## src/rtl/mem_arbiter_pkg.sv

```systemverilog
// Shared definitions for the two-master memory arbiter.
//   state_e      : FSM state encoding (IDLE / ISSUE / RESP)
//   M0, M1       : master index constants, also the encoding of owner
//   LOCK_MAX_DEF : default cap on consecutive locked grants
package mem_arbiter_pkg;

  typedef enum logic [1:0] {
    ST_IDLE  = 2'd0,
    ST_ISSUE = 2'd1,
    ST_RESP  = 2'd2
  } state_e;

  localparam logic M0 = 1'b0;
  localparam logic M1 = 1'b1;

  localparam int LOCK_MAX_DEF = 16;

endpackage

```

## src/rtl/mem_arbiter_if.sv

```systemverilog
// Bundle of every non-clock signal around the arbiter: two master request
// ports (req/we/lock/addr/wd in, ack/rd out), the shared memory port
// (mem_we/mem_addr/mem_wd out, mem_rd in) and the status outputs owner/busy.
//   modport slave  : arbiter view
//   modport master : view of the surrounding masters + memory
interface mem_arbiter_if #(
  parameter int ADDR_W = 32,
  parameter int DATA_W = 32
);

  logic              m0_req, m0_we, m0_lock, m0_ack;
  logic [ADDR_W-1:0] m0_addr;
  logic [DATA_W-1:0] m0_wd, m0_rd;

  logic              m1_req, m1_we, m1_lock, m1_ack;
  logic [ADDR_W-1:0] m1_addr;
  logic [DATA_W-1:0] m1_wd, m1_rd;

  logic              mem_we;
  logic [ADDR_W-1:0] mem_addr;
  logic [DATA_W-1:0] mem_wd, mem_rd;

  logic              owner, busy;

  modport slave (
    input  m0_req, m0_we, m0_lock, m0_addr, m0_wd,
    input  m1_req, m1_we, m1_lock, m1_addr, m1_wd,
    input  mem_rd,
    output m0_ack, m0_rd, m1_ack, m1_rd,
    output mem_we, mem_addr, mem_wd,
    output owner, busy
  );

  modport master (
    output m0_req, m0_we, m0_lock, m0_addr, m0_wd,
    output m1_req, m1_we, m1_lock, m1_addr, m1_wd,
    output mem_rd,
    input  m0_ack, m0_rd, m1_ack, m1_rd,
    input  mem_we, mem_addr, mem_wd,
    input  owner, busy
  );

endinterface

```

## src/rtl/mem_arbiter_rr_arbiter2.sv

```systemverilog
// Combinational 2-way round-robin grant.
//   req_i       : request bits, index = master
//   last_i      : master granted most recently
//   gnt_valid_o : at least one request present
//   gnt_idx_o   : winning master (a lone requester wins; a tie goes to !last_i)
module rr_arbiter2
  import mem_arbiter_pkg::*;
(
  input  logic [1:0] req_i,
  input  logic       last_i,
  output logic       gnt_valid_o,
  output logic       gnt_idx_o
);

  always_comb begin
    gnt_valid_o = |req_i;
    case (req_i)
      2'b10:   gnt_idx_o = M1;
      2'b11:   gnt_idx_o = ~last_i;
      default: gnt_idx_o = M0;
    endcase
  end

endmodule

```

## src/rtl/mem_arbiter.sv

```systemverilog
// Two-master arbiter onto a single synchronous memory port.
// Each transaction is ISSUE (address/data/write strobe presented) followed by
// RESP (memory read data returned, owner acked), so back-to-back traffic runs
// at one access per two cycles with no idle cycle between owners.
//   clk, rst : clock, asynchronous active-high reset
//   bus      : mem_arbiter_if.slave (master ports, memory port, owner, busy)
module mem_arbiter
  import mem_arbiter_pkg::*;
#(
  parameter int ADDR_W   = 32,
  parameter int DATA_W   = 32,
  parameter int LOCK_MAX = LOCK_MAX_DEF
) (
  input  logic           clk,
  input  logic           rst,
  mem_arbiter_if.slave   bus
);

  localparam int CNT_W = $clog2(LOCK_MAX + 1);

  logic [1:0]        req, lock_eff, we;
  logic [ADDR_W-1:0] addr [2];
  logic [DATA_W-1:0] wd   [2];

  assign req      = {bus.m1_req, bus.m0_req};
  // A lock bit only counts while its master is actually requesting.
  assign lock_eff = {bus.m1_lock, bus.m0_lock} & req;
  assign we       = {bus.m1_we, bus.m0_we};
  assign addr[0]  = bus.m0_addr;
  assign addr[1]  = bus.m1_addr;
  assign wd[0]    = bus.m0_wd;
  assign wd[1]    = bus.m1_wd;

  state_e            state_q;
  logic              owner_q, rr_last_q, busy_q, mem_we_q;
  logic [1:0]        ack_q;
  logic [CNT_W-1:0]  lock_cnt_q;
  logic [ADDR_W-1:0] mem_addr_q;
  logic [DATA_W-1:0] mem_wd_q;

  logic              gnt_valid, gnt_idx;
  logic              owner_d, relock_d;
  logic [CNT_W-1:0]  lock_cnt_d;

  rr_arbiter2 u_rr (
    .req_i       (req),
    .last_i      (rr_last_q),
    .gnt_valid_o (gnt_valid),
    .gnt_idx_o   (gnt_idx)
  );

  // Locked re-grant bypasses round-robin until the owner has been re-granted
  // LOCK_MAX times; after that one normal arbitration is forced.
  always_comb begin
    relock_d = 1'b0;
    owner_d  = gnt_idx;
    if (state_q == ST_RESP && lock_eff[owner_q] && lock_cnt_q < CNT_W'(LOCK_MAX)) begin
      relock_d = 1'b1;
      owner_d  = owner_q;
    end
    lock_cnt_d = relock_d ? lock_cnt_q + 1'b1 : '0;
  end

  always_ff @(posedge clk or posedge rst) begin
    if (rst) begin
      state_q    <= ST_IDLE;
      owner_q    <= M0;
      rr_last_q  <= M1;   // so m0 takes the first tie
      busy_q     <= 1'b0;
      mem_we_q   <= 1'b0;
      mem_addr_q <= '0;
      mem_wd_q   <= '0;
      ack_q      <= 2'b00;
      lock_cnt_q <= '0;
    end else begin
      case (state_q)
        ST_ISSUE: begin
          state_q  <= ST_RESP;
          mem_we_q <= 1'b0;   // address held, write strobe only one cycle
          ack_q    <= (owner_q == M1) ? 2'b10 : 2'b01;
        end
        default: begin      // ST_IDLE, ST_RESP (and any illegal code)
          ack_q <= 2'b00;
          if (relock_d || gnt_valid) begin
            state_q    <= ST_ISSUE;
            owner_q    <= owner_d;
            rr_last_q  <= owner_d;
            busy_q     <= 1'b1;
            mem_we_q   <= we[owner_d];
            mem_addr_q <= addr[owner_d];
            mem_wd_q   <= wd[owner_d];
            lock_cnt_q <= lock_cnt_d;
          end else begin
            state_q    <= ST_IDLE;
            busy_q     <= 1'b0;
            mem_we_q   <= 1'b0;
            mem_addr_q <= '0;
            mem_wd_q   <= '0;
            lock_cnt_q <= '0;
          end
        end
      endcase
    end
  end

  assign bus.m0_ack   = ack_q[0];
  assign bus.m1_ack   = ack_q[1];
  // Read data is the memory's registered output, passed through only while acked.
  assign bus.m0_rd    = ack_q[0] ? bus.mem_rd : '0;
  assign bus.m1_rd    = ack_q[1] ? bus.mem_rd : '0;
  assign bus.mem_we   = mem_we_q;
  assign bus.mem_addr = mem_addr_q;
  assign bus.mem_wd   = mem_wd_q;
  assign bus.owner    = owner_q;
  assign bus.busy     = busy_q;

endmodule

```

## src/flat_wrapper.sv

```systemverilog
// flat-port wrapper written by rule: the top's interface ports become plain ports
module mem_arbiter_flat import mem_arbiter_pkg::*;
#(
  parameter int ADDR_W   = 32,
  parameter int DATA_W   = 32,
  parameter int LOCK_MAX = LOCK_MAX_DEF
)
  (clk, rst, bus_m0_req, bus_m0_we, bus_m0_lock, bus_m0_addr, bus_m0_wd, bus_m1_req, bus_m1_we, bus_m1_lock, bus_m1_addr, bus_m1_wd, bus_mem_rd, bus_m0_ack, bus_m0_rd, bus_m1_ack, bus_m1_rd, bus_mem_we, bus_mem_addr, bus_mem_wd, bus_owner, bus_busy);
  mem_arbiter_if #(.ADDR_W(ADDR_W), .DATA_W(DATA_W)) bus_i ();
  input  logic clk;
  input  logic rst;
  input wire logic [$bits(bus_i.m0_req)-1:0] bus_m0_req;
  input wire logic [$bits(bus_i.m0_we)-1:0] bus_m0_we;
  input wire logic [$bits(bus_i.m0_lock)-1:0] bus_m0_lock;
  input wire logic [$bits(bus_i.m0_addr)-1:0] bus_m0_addr;
  input wire logic [$bits(bus_i.m0_wd)-1:0] bus_m0_wd;
  input wire logic [$bits(bus_i.m1_req)-1:0] bus_m1_req;
  input wire logic [$bits(bus_i.m1_we)-1:0] bus_m1_we;
  input wire logic [$bits(bus_i.m1_lock)-1:0] bus_m1_lock;
  input wire logic [$bits(bus_i.m1_addr)-1:0] bus_m1_addr;
  input wire logic [$bits(bus_i.m1_wd)-1:0] bus_m1_wd;
  input wire logic [$bits(bus_i.mem_rd)-1:0] bus_mem_rd;
  output wire logic [$bits(bus_i.m0_ack)-1:0] bus_m0_ack;
  output wire logic [$bits(bus_i.m0_rd)-1:0] bus_m0_rd;
  output wire logic [$bits(bus_i.m1_ack)-1:0] bus_m1_ack;
  output wire logic [$bits(bus_i.m1_rd)-1:0] bus_m1_rd;
  output wire logic [$bits(bus_i.mem_we)-1:0] bus_mem_we;
  output wire logic [$bits(bus_i.mem_addr)-1:0] bus_mem_addr;
  output wire logic [$bits(bus_i.mem_wd)-1:0] bus_mem_wd;
  output wire logic [$bits(bus_i.owner)-1:0] bus_owner;
  output wire logic [$bits(bus_i.busy)-1:0] bus_busy;
  assign bus_i.m0_req = bus_m0_req;
  assign bus_i.m0_we = bus_m0_we;
  assign bus_i.m0_lock = bus_m0_lock;
  assign bus_i.m0_addr = bus_m0_addr;
  assign bus_i.m0_wd = bus_m0_wd;
  assign bus_i.m1_req = bus_m1_req;
  assign bus_i.m1_we = bus_m1_we;
  assign bus_i.m1_lock = bus_m1_lock;
  assign bus_i.m1_addr = bus_m1_addr;
  assign bus_i.m1_wd = bus_m1_wd;
  assign bus_i.mem_rd = bus_mem_rd;
  assign bus_m0_ack = bus_i.m0_ack;
  assign bus_m0_rd = bus_i.m0_rd;
  assign bus_m1_ack = bus_i.m1_ack;
  assign bus_m1_rd = bus_i.m1_rd;
  assign bus_mem_we = bus_i.mem_we;
  assign bus_mem_addr = bus_i.mem_addr;
  assign bus_mem_wd = bus_i.mem_wd;
  assign bus_owner = bus_i.owner;
  assign bus_busy = bus_i.busy;
  mem_arbiter #(.ADDR_W(ADDR_W), .DATA_W(DATA_W), .LOCK_MAX(LOCK_MAX)) u_core (.clk(clk), .rst(rst), .bus(bus_i));
endmodule
```

## config.mk

```make
export PLATFORM = sky130hd
export DESIGN_NAME = mem_arbiter_flat
export DESIGN_NICKNAME = d
export VERILOG_FILES = /design/src/rtl/mem_arbiter_pkg.sv /design/src/rtl/mem_arbiter_if.sv /design/src/rtl/mem_arbiter_rr_arbiter2.sv /design/src/rtl/mem_arbiter.sv /design/src/flat_wrapper.sv
export SDC_FILE = /design/constraint.sdc
export NUM_CORES = 1
export LEC_CHECK = 0
export ABC_AREA = 1
export CORE_ASPECT_RATIO = 0.75
export CORE_UTILIZATION = 38
export DETAILED_ROUTE_END_ITERATION = 10
export PLACE_DENSITY_LB_ADDON = 0.3
export SYNTH_ARGS = -nofsm -noshare
export SYNTH_HDL_FRONTEND = slang
export SYNTH_SLANG_ARGS = --single-unit
```

## constraint.sdc

```tcl
create_clock -name clk -period 3.1 [get_ports clk]
set_clock_uncertainty 0.2 [all_clocks]
set_input_delay 0.465 -clock clk [delete_from_list [all_inputs] [get_ports clk]]
set_output_delay 0.465 -clock clk [all_outputs]
set_load 0.01 [all_outputs]
```

Word-level counts from Yosys, hierarchy flattened. Cells that the tools add are included.

Eq/ne operators: 4. Multiply operators: 0. Mux-type cells: 26. Bitwise operators: 4. Magnitude comparators: 4. Divide/modulo/power cells: 0. Add/sub/neg operators: 1. Reductions and logical operators: 5. Shifts and indexed selects: 0.

Operators by type and width (number): $mux W32 (10); $mux W1 (10); $mux W5 (2); $eq A2 B2 Y1 const B (3); $mux W2 (3); $add A5 B1 Y5 const B (1); $lt A5 B5 Y1 const B (1); $lt A1 B2 Y1 const B (2); $and A2 B2 Y2 (1); $eq A2 B1 Y1 const B (1); $ge A2 B2 Y1 const B (1); $logic_and A1 B1 Y1 (2); $not A1 Y1 (2); $not A1 Y2 (1); $pmux W1 S2 (1); $reduce_and A2 Y1 (1); $reduce_or A2 Y1 (1); $logic_or A1 B1 Y1 (1).

Input port bits: 168. Latch bits: 0. Memories: 0. Logic and storage cells: 53. Flip-flop bits (word level): 77. Output and inout port bits: 133. ROM bits: 0. RAM bits: 0.

Longest topological paths before layout.
Depth after elaboration: 11. Gate-level depth with buffers: 10. Mapped depth without buffers: 9.

Modules after synthesis. A second synthesis with hierarchy kept.

Cells, all modules: 752. Area total of the unflattened synthesis: 4987.3 µm².

By module, submodules not included: mem_arbiter (seq. area each 1928.1 µm², area an instance 4972.3 µm², instances 1, cells each 749); rr_arbiter2 (seq. area each 0.0 µm², area an instance 15.0 µm², instances 1, cells each 3).

Worst setup path after synthesis. OpenSTA, ideal clock, no wires.

Path kind: register -> register. Start point: register u_core.owner_q, in the netlist u_core.bus.owner. End point: register u_core.mem_addr_q[16], in the netlist u_core.bus.mem_addr[16]. Required time: 2782 ps. Setup time: 118 ps. Path buffers: 1. Setup slack: 1483 ps. Arrival time: 1299 ps. Cell stages (with the launch flop): 8. Clock period less this slack: 1617 ps. Cells stage by stage: dfrtp_1 -> inv_2 -> nand2_4 -> nand4_4 -> clkbuf_1 -> nand3_1 -> nand3_1 -> nand2_1.

Longest elaborated chain between the ends: 10. Elaborated cells between the ends (all ways): 12. Those cells by class: mux: 8; bitwise: 1; reduce/logical: 3.

Ends and longest elaborated chain: start: declaration (line mem_arbiter.sv:35) `logic owner_q, rr_last_q, busy_q, mem_we_q;`; start signal: assignment (line mem_arbiter.sv:86) `owner_q <= owner_d;`; $mux W1 (not written as such) (2 in series) (line mem_arbiter.sv:57) `if (state_q == ST_RESP && lock_eff[owner_q] && lock_cnt_q < CNT_W'(LOCK_MAX)) begin`; $logic_and A1 B1 Y1 (2 in series) (line mem_arbiter.sv:57); $mux W1 (line mem_arbiter.sv:57); $not A1 Y2 (not written as such) (line mem_arbiter.sv:90) `mem_addr_q <= addr[owner_d];`; $mux W32 (not written as such) (3 in series) (line mem_arbiter.sv:90); $mux W32 * (line mem_arbiter.sv:84) `if (relock_d || gnt_valid) begin`; end signal: assignment (line mem_arbiter.sv:90); end: declaration (line mem_arbiter.sv:38) `logic [ADDR_W-1:0] mem_addr_q;`.

Mark *: on every way between the ends. The rest lies on a longest branch, timed or not. The select of a mux whose other input is x is not followed. A chain may end at the register's enable or synchronous reset.

Worst setup path after layout.
Start point: register u_core.ack_q[0]. End point: output bus_m0_rd[14].

Longest elaborated chain between the ends: 1.

Ends and longest elaborated chain: start: declaration (line mem_arbiter.sv:36) `logic [1:0] ack_q;`; start signal: assignment (line mem_arbiter.sv:80) `ack_q <= (owner_q == M1) ? 2'b10 : 2'b01;`; $mux W32 (line mem_arbiter.sv:109) `assign bus.m0_rd = ack_q[0] ? bus.mem_rd : '0;`; end: declaration (line flat_wrapper.sv:24) `output wire logic [$bits(bus_i.m0_rd)-1:0] bus_m0_rd;`.

Every way passes these cells.

==> flow_metrics.py <==
metrics = {
    "floorplanning": {
        "i_o_pins": 301,
        "initial_utilization_pct": 39.1,
        "placementRows": 35,
        "die_w_um": 132,
        "chipHeight_um": 99.5,
        "design.core.area_um2": 12300,
        "design.die.area_um2": 13100,
    },
    "grt": {
        "first_global_vias": 5134,
        "antenna_found_initial": 1,
        "grt_start_max_net_pins": 45,
        "global_route_wire_length_before_repair_mm": 26.7,
        "grt.overflow.total": 0,
        "grt.total_usage_pct": 25.9,
    },
    "sta": {
        "setup_violations": 0,
        "hold_slack_ps": 275,
        "fmax_mhz": 424,
        "unrepaired_setup_endpoints_after_global_routing": "no",
        "maxSlewViolCount": 0,
        "final_period_minus_worst_setup_slack_ps": 2360,
        "tightest_slew_ps": 608,
        "timing.final.hold_violations": 0,
        "min_period_over_period_pct": 76.1,
        "final_critical_path_setup_slack_ps": 741,
        "totalNegativeSetupSlack_ps": 0,
        "slew_headroom_pct": 59.4,
    },
    "clock_tree": {
        "tritoncts": "built",
        "clk-insertion-delay-late_ps": 330,
        "numClockSinks": 77,
        "worst_setup_hold_path_clk_slew_ps": 60,
        "setup_fix_bufs_post_cts": 0,
        "ctsHtreeMaxLevel": 3,
        "cts_resized": 0,
        "post_cts_hold_buffer_count": 0,
        "buffer_cell_driving_the_clock_tree_root": "sky130_fd_sc_hd__clkbuf_16",
        "cts_buffers": 9,
        "buffer_levels_on_the_longest_clock_path": 2,
    },
    "power": {
        "total_switching_power_mw": 2.50,
        "comb_power_share_pct": 55.0,
        "power.density_nw_per_um2": 779,
        "sequentialPowerShare_pct": 27.1,
        "switching_part_of_the_total_power_pct": 39.0,
        "vdd_drop_max_mv": 0.493,
        "power.clock.fraction_pct": 17.9,
        "total_leakage_power_nw": 4.26,
        "cellInternalPower_mw": 3.92,
        "total_power_mw": 6.42,
    },
    "cells_and_area": {
        "area_overhead_vs_synth_pct": 71.2,
        "utilization_pct": 67.0,
        "final_net_count": 1136,
        "drive_gt1_share_pct": 4.43,
    },
    "route": {
        "final_wl_mm": 16.9,
        "detail-route-antenna-nets": 0,
        "detailedRoute.firstIterationViolations": 257,
        "wl_per_cell_um": 14.9,
        "route.vias.total": 5399,
        "drcViolationCount": 0,
        "firstDrtPassIters": 5,
        "detail_route.vias_per_cell": 4.74,
    },
    "place": {
        "port_buffers": 300,
        "dp_slack_ps": 549,
        "place_hpwl_mm": 12.2,
        "finalWeightedCongestion": 0.897,
    },
    "logic_synthesis": {
        "post_synth_fa_ha_maj_area_fraction_pct": 0.260,
        "combinational_family_with_the_most_area_after_synthesis": "simple AND/OR/NAND/NOR gates",
        "synth_compound_area_share_pct": 1.01,
        "post_synth_and_or_nand_nor_area_fraction_pct": 42.1,
        "synth-seq-cells": 77,
        "synth_xor_area_share_pct": 0.182,
        "netlist-cell-type-count": 26,
        "post_synth.cell_area_avg_um2": 7.01,
        "instance_count_of_the_mapped_netlist": 687,
        "synth-warning-count": 0,
        "muxShareOfSynthArea_pct": 0,
        "mappedNetlistNets": 856,
        "netlist_area_um2": 4810,
        "synth.yosys.seq_area_share_pct": 40.1,
    },
    "critical_path": {
        "cpPeakStageDelay_ps": 530,
        "crit_required_ps": 2430,
        "cp.depth": 4,
        "cp-start-kind": "register",
        "r2r_cells": 8,
        "ff2ff_setup_slack_ps": 1040,
        "timing.critical_path.buf_inv": 3,
        "path_class": "reg -> out",
        "timing.critical_path.arrival_ps": 1690,
        "critPathSlowestCell": "sky130_fd_sc_hd__clkdlybuf4s50_1",
        "category_of_cells_accounting_for_the_largest_share_of_critical_path_delay": "buffers and inverters",
        "crit_path_max_fanout": 33,
        "timing.critical_path.to_type": "primary output",
        "path_cells": "buf_4 > nand2_1 > inv_1 > clkdlybuf4s50_1",
    },
    "hold_path": {
        "hold_path_depth": 2,
        "hold_class": "reg -> reg",
    },
    "flow_run": {
        "max_cap_violations": 0,
    },
    "status": {
        "result_of_the_run": "complete, no violations",
    },
}
-- cells in the final DEF, fill, tap and decap left out, types with 5 or more instances in the layout --
| cell | Yosys | routed |
|---|---|---|
| sky130_fd_sc_hd__buf_4 | 1 | 12 |
| sky130_fd_sc_hd__clkbuf_16 | 0 | 9 |
| sky130_fd_sc_hd__clkdlybuf4s50_1 | 0 | 300 |
| sky130_fd_sc_hd__dfrtp_1 | 76 | 76 |
| sky130_fd_sc_hd__inv_1 | 135 | 134 |
| sky130_fd_sc_hd__nand2_1 | 206 | 206 |
| sky130_fd_sc_hd__nand3_1 | 130 | 130 |
| sky130_fd_sc_hd__nand3b_1 | 64 | 64 |
| sky130_fd_sc_hd__nor2_1 | 7 | 6 |
| sky130_fd_sc_hd__o21ai_0 | 5 | 5 |
-- per-stage QoR --
stage / cells / cell area [um2]
floorplan: 687 / 4810
global placement: 1122 / 7920
detailed placement: 1122 / 7920
CTS: 1137 / 8240
global route: 1138 / 8240
finish: 1138 / 8240
-- flip-flops by register name, indices dropped and copies added (netlist names) --
signal,count
u_core.rr_last_q,1
u_core.bus.mem_addr,32
u_core.bus.busy,1
u_core.bus.mem_we,1
u_core.state_q,2
u_core.bus.owner,1
u_core.bus.mem_wd,32
u_core.ack_q,2
u_core.lock_cnt_q,5
-- final cells by class --
class | instances | area, um2
well taps | 166 | 208
diodes | 1 | 2.50
repair buffers | 315 | 3150
multi-input cells | 427 | 2110
clock buffers | 10 | 239
fillers | 1026 | 4070
clock inverters | 5 | 83.8
flip-flops and latches | 77 | 1930
inverters | 137 | 515
-- power by group through the flow --
| stage | sequential [mW] | combinational, mW | clock (mW) |
|---|---|---|---|
| after floorplan | 1.92 | 1.52 | 0 |
| after global placement | 1.74 | 3.50 | 0 |
| after detailed placement | 1.73 | 3.56 | 0 |
| after CTS | 1.73 | 3.56 | 1.17 |
| after global routing | 1.80 | 3.86 | 1.21 |
| final | 1.74 | 3.53 | 1.15 |
-- logic make-up after synthesis --
logic type      count (synthesis)
fa+ha+maj                       1
simple gates                  416
buf+inv                       183
xor+xnor                        1
compound gates                  9
flops                          77
-- layer usage --
layer / vias up / global-route usage [%] / wire length (um)
met5: - / 0 / 0
met4: 0 / 9.21 / 368
met3: 22 / 5.35 / 1210
met2: 242 / 46.4 / 8590
met1: 2469 / 31.0 / 6730
li1: 2666 / - / -
-- worst paths after layout --
path	startpoint	end
min	u_core.bus.mem_wd[22]$_DFFE_PP0N_	u_core.bus.mem_wd[22]$_DFFE_PP0N_
min in group asynchronous	rst	u_core.bus.mem_addr[17]$_DFFE_PP0N_
max reg2reg	u_core.state_q[0]$_DFF_PP0_	u_core.bus.mem_wd[6]$_DFFE_PP0N_
max	u_core.ack_q[0]$_DFF_PP0_	bus_m0_rd[14]
max in group asynchronous	rst	u_core.bus.mem_addr[18]$_DFFE_PP0N_
min reg2reg	u_core.bus.mem_wd[22]$_DFFE_PP0N_	u_core.bus.mem_wd[22]$_DFFE_PP0N_
-- Yosys cell counts (all sizes together) --
cell    count  area share [%]
nand2     210              17
inv       137              11
nand3     131              14
dfrtp      76              40
nand3b     64              10
buf        26             4.1
clkbuf     20             1.6
nor2        9            0.91
o21ai       5            0.52
a21oi       2            0.21
nand4       2            0.57
dfstp       1            0.55
ha          1            0.26
o22ai       1            0.13
o31ai       1            0.16
xor2        1            0.18
-- worst min-delay path: cells and delay by family, from the launching register on --
family | cells | cell delay (ps)
flops | 1 | 340
simple gates | 2 | 100
Note: power is estimated with default switching activity, not from simulation.
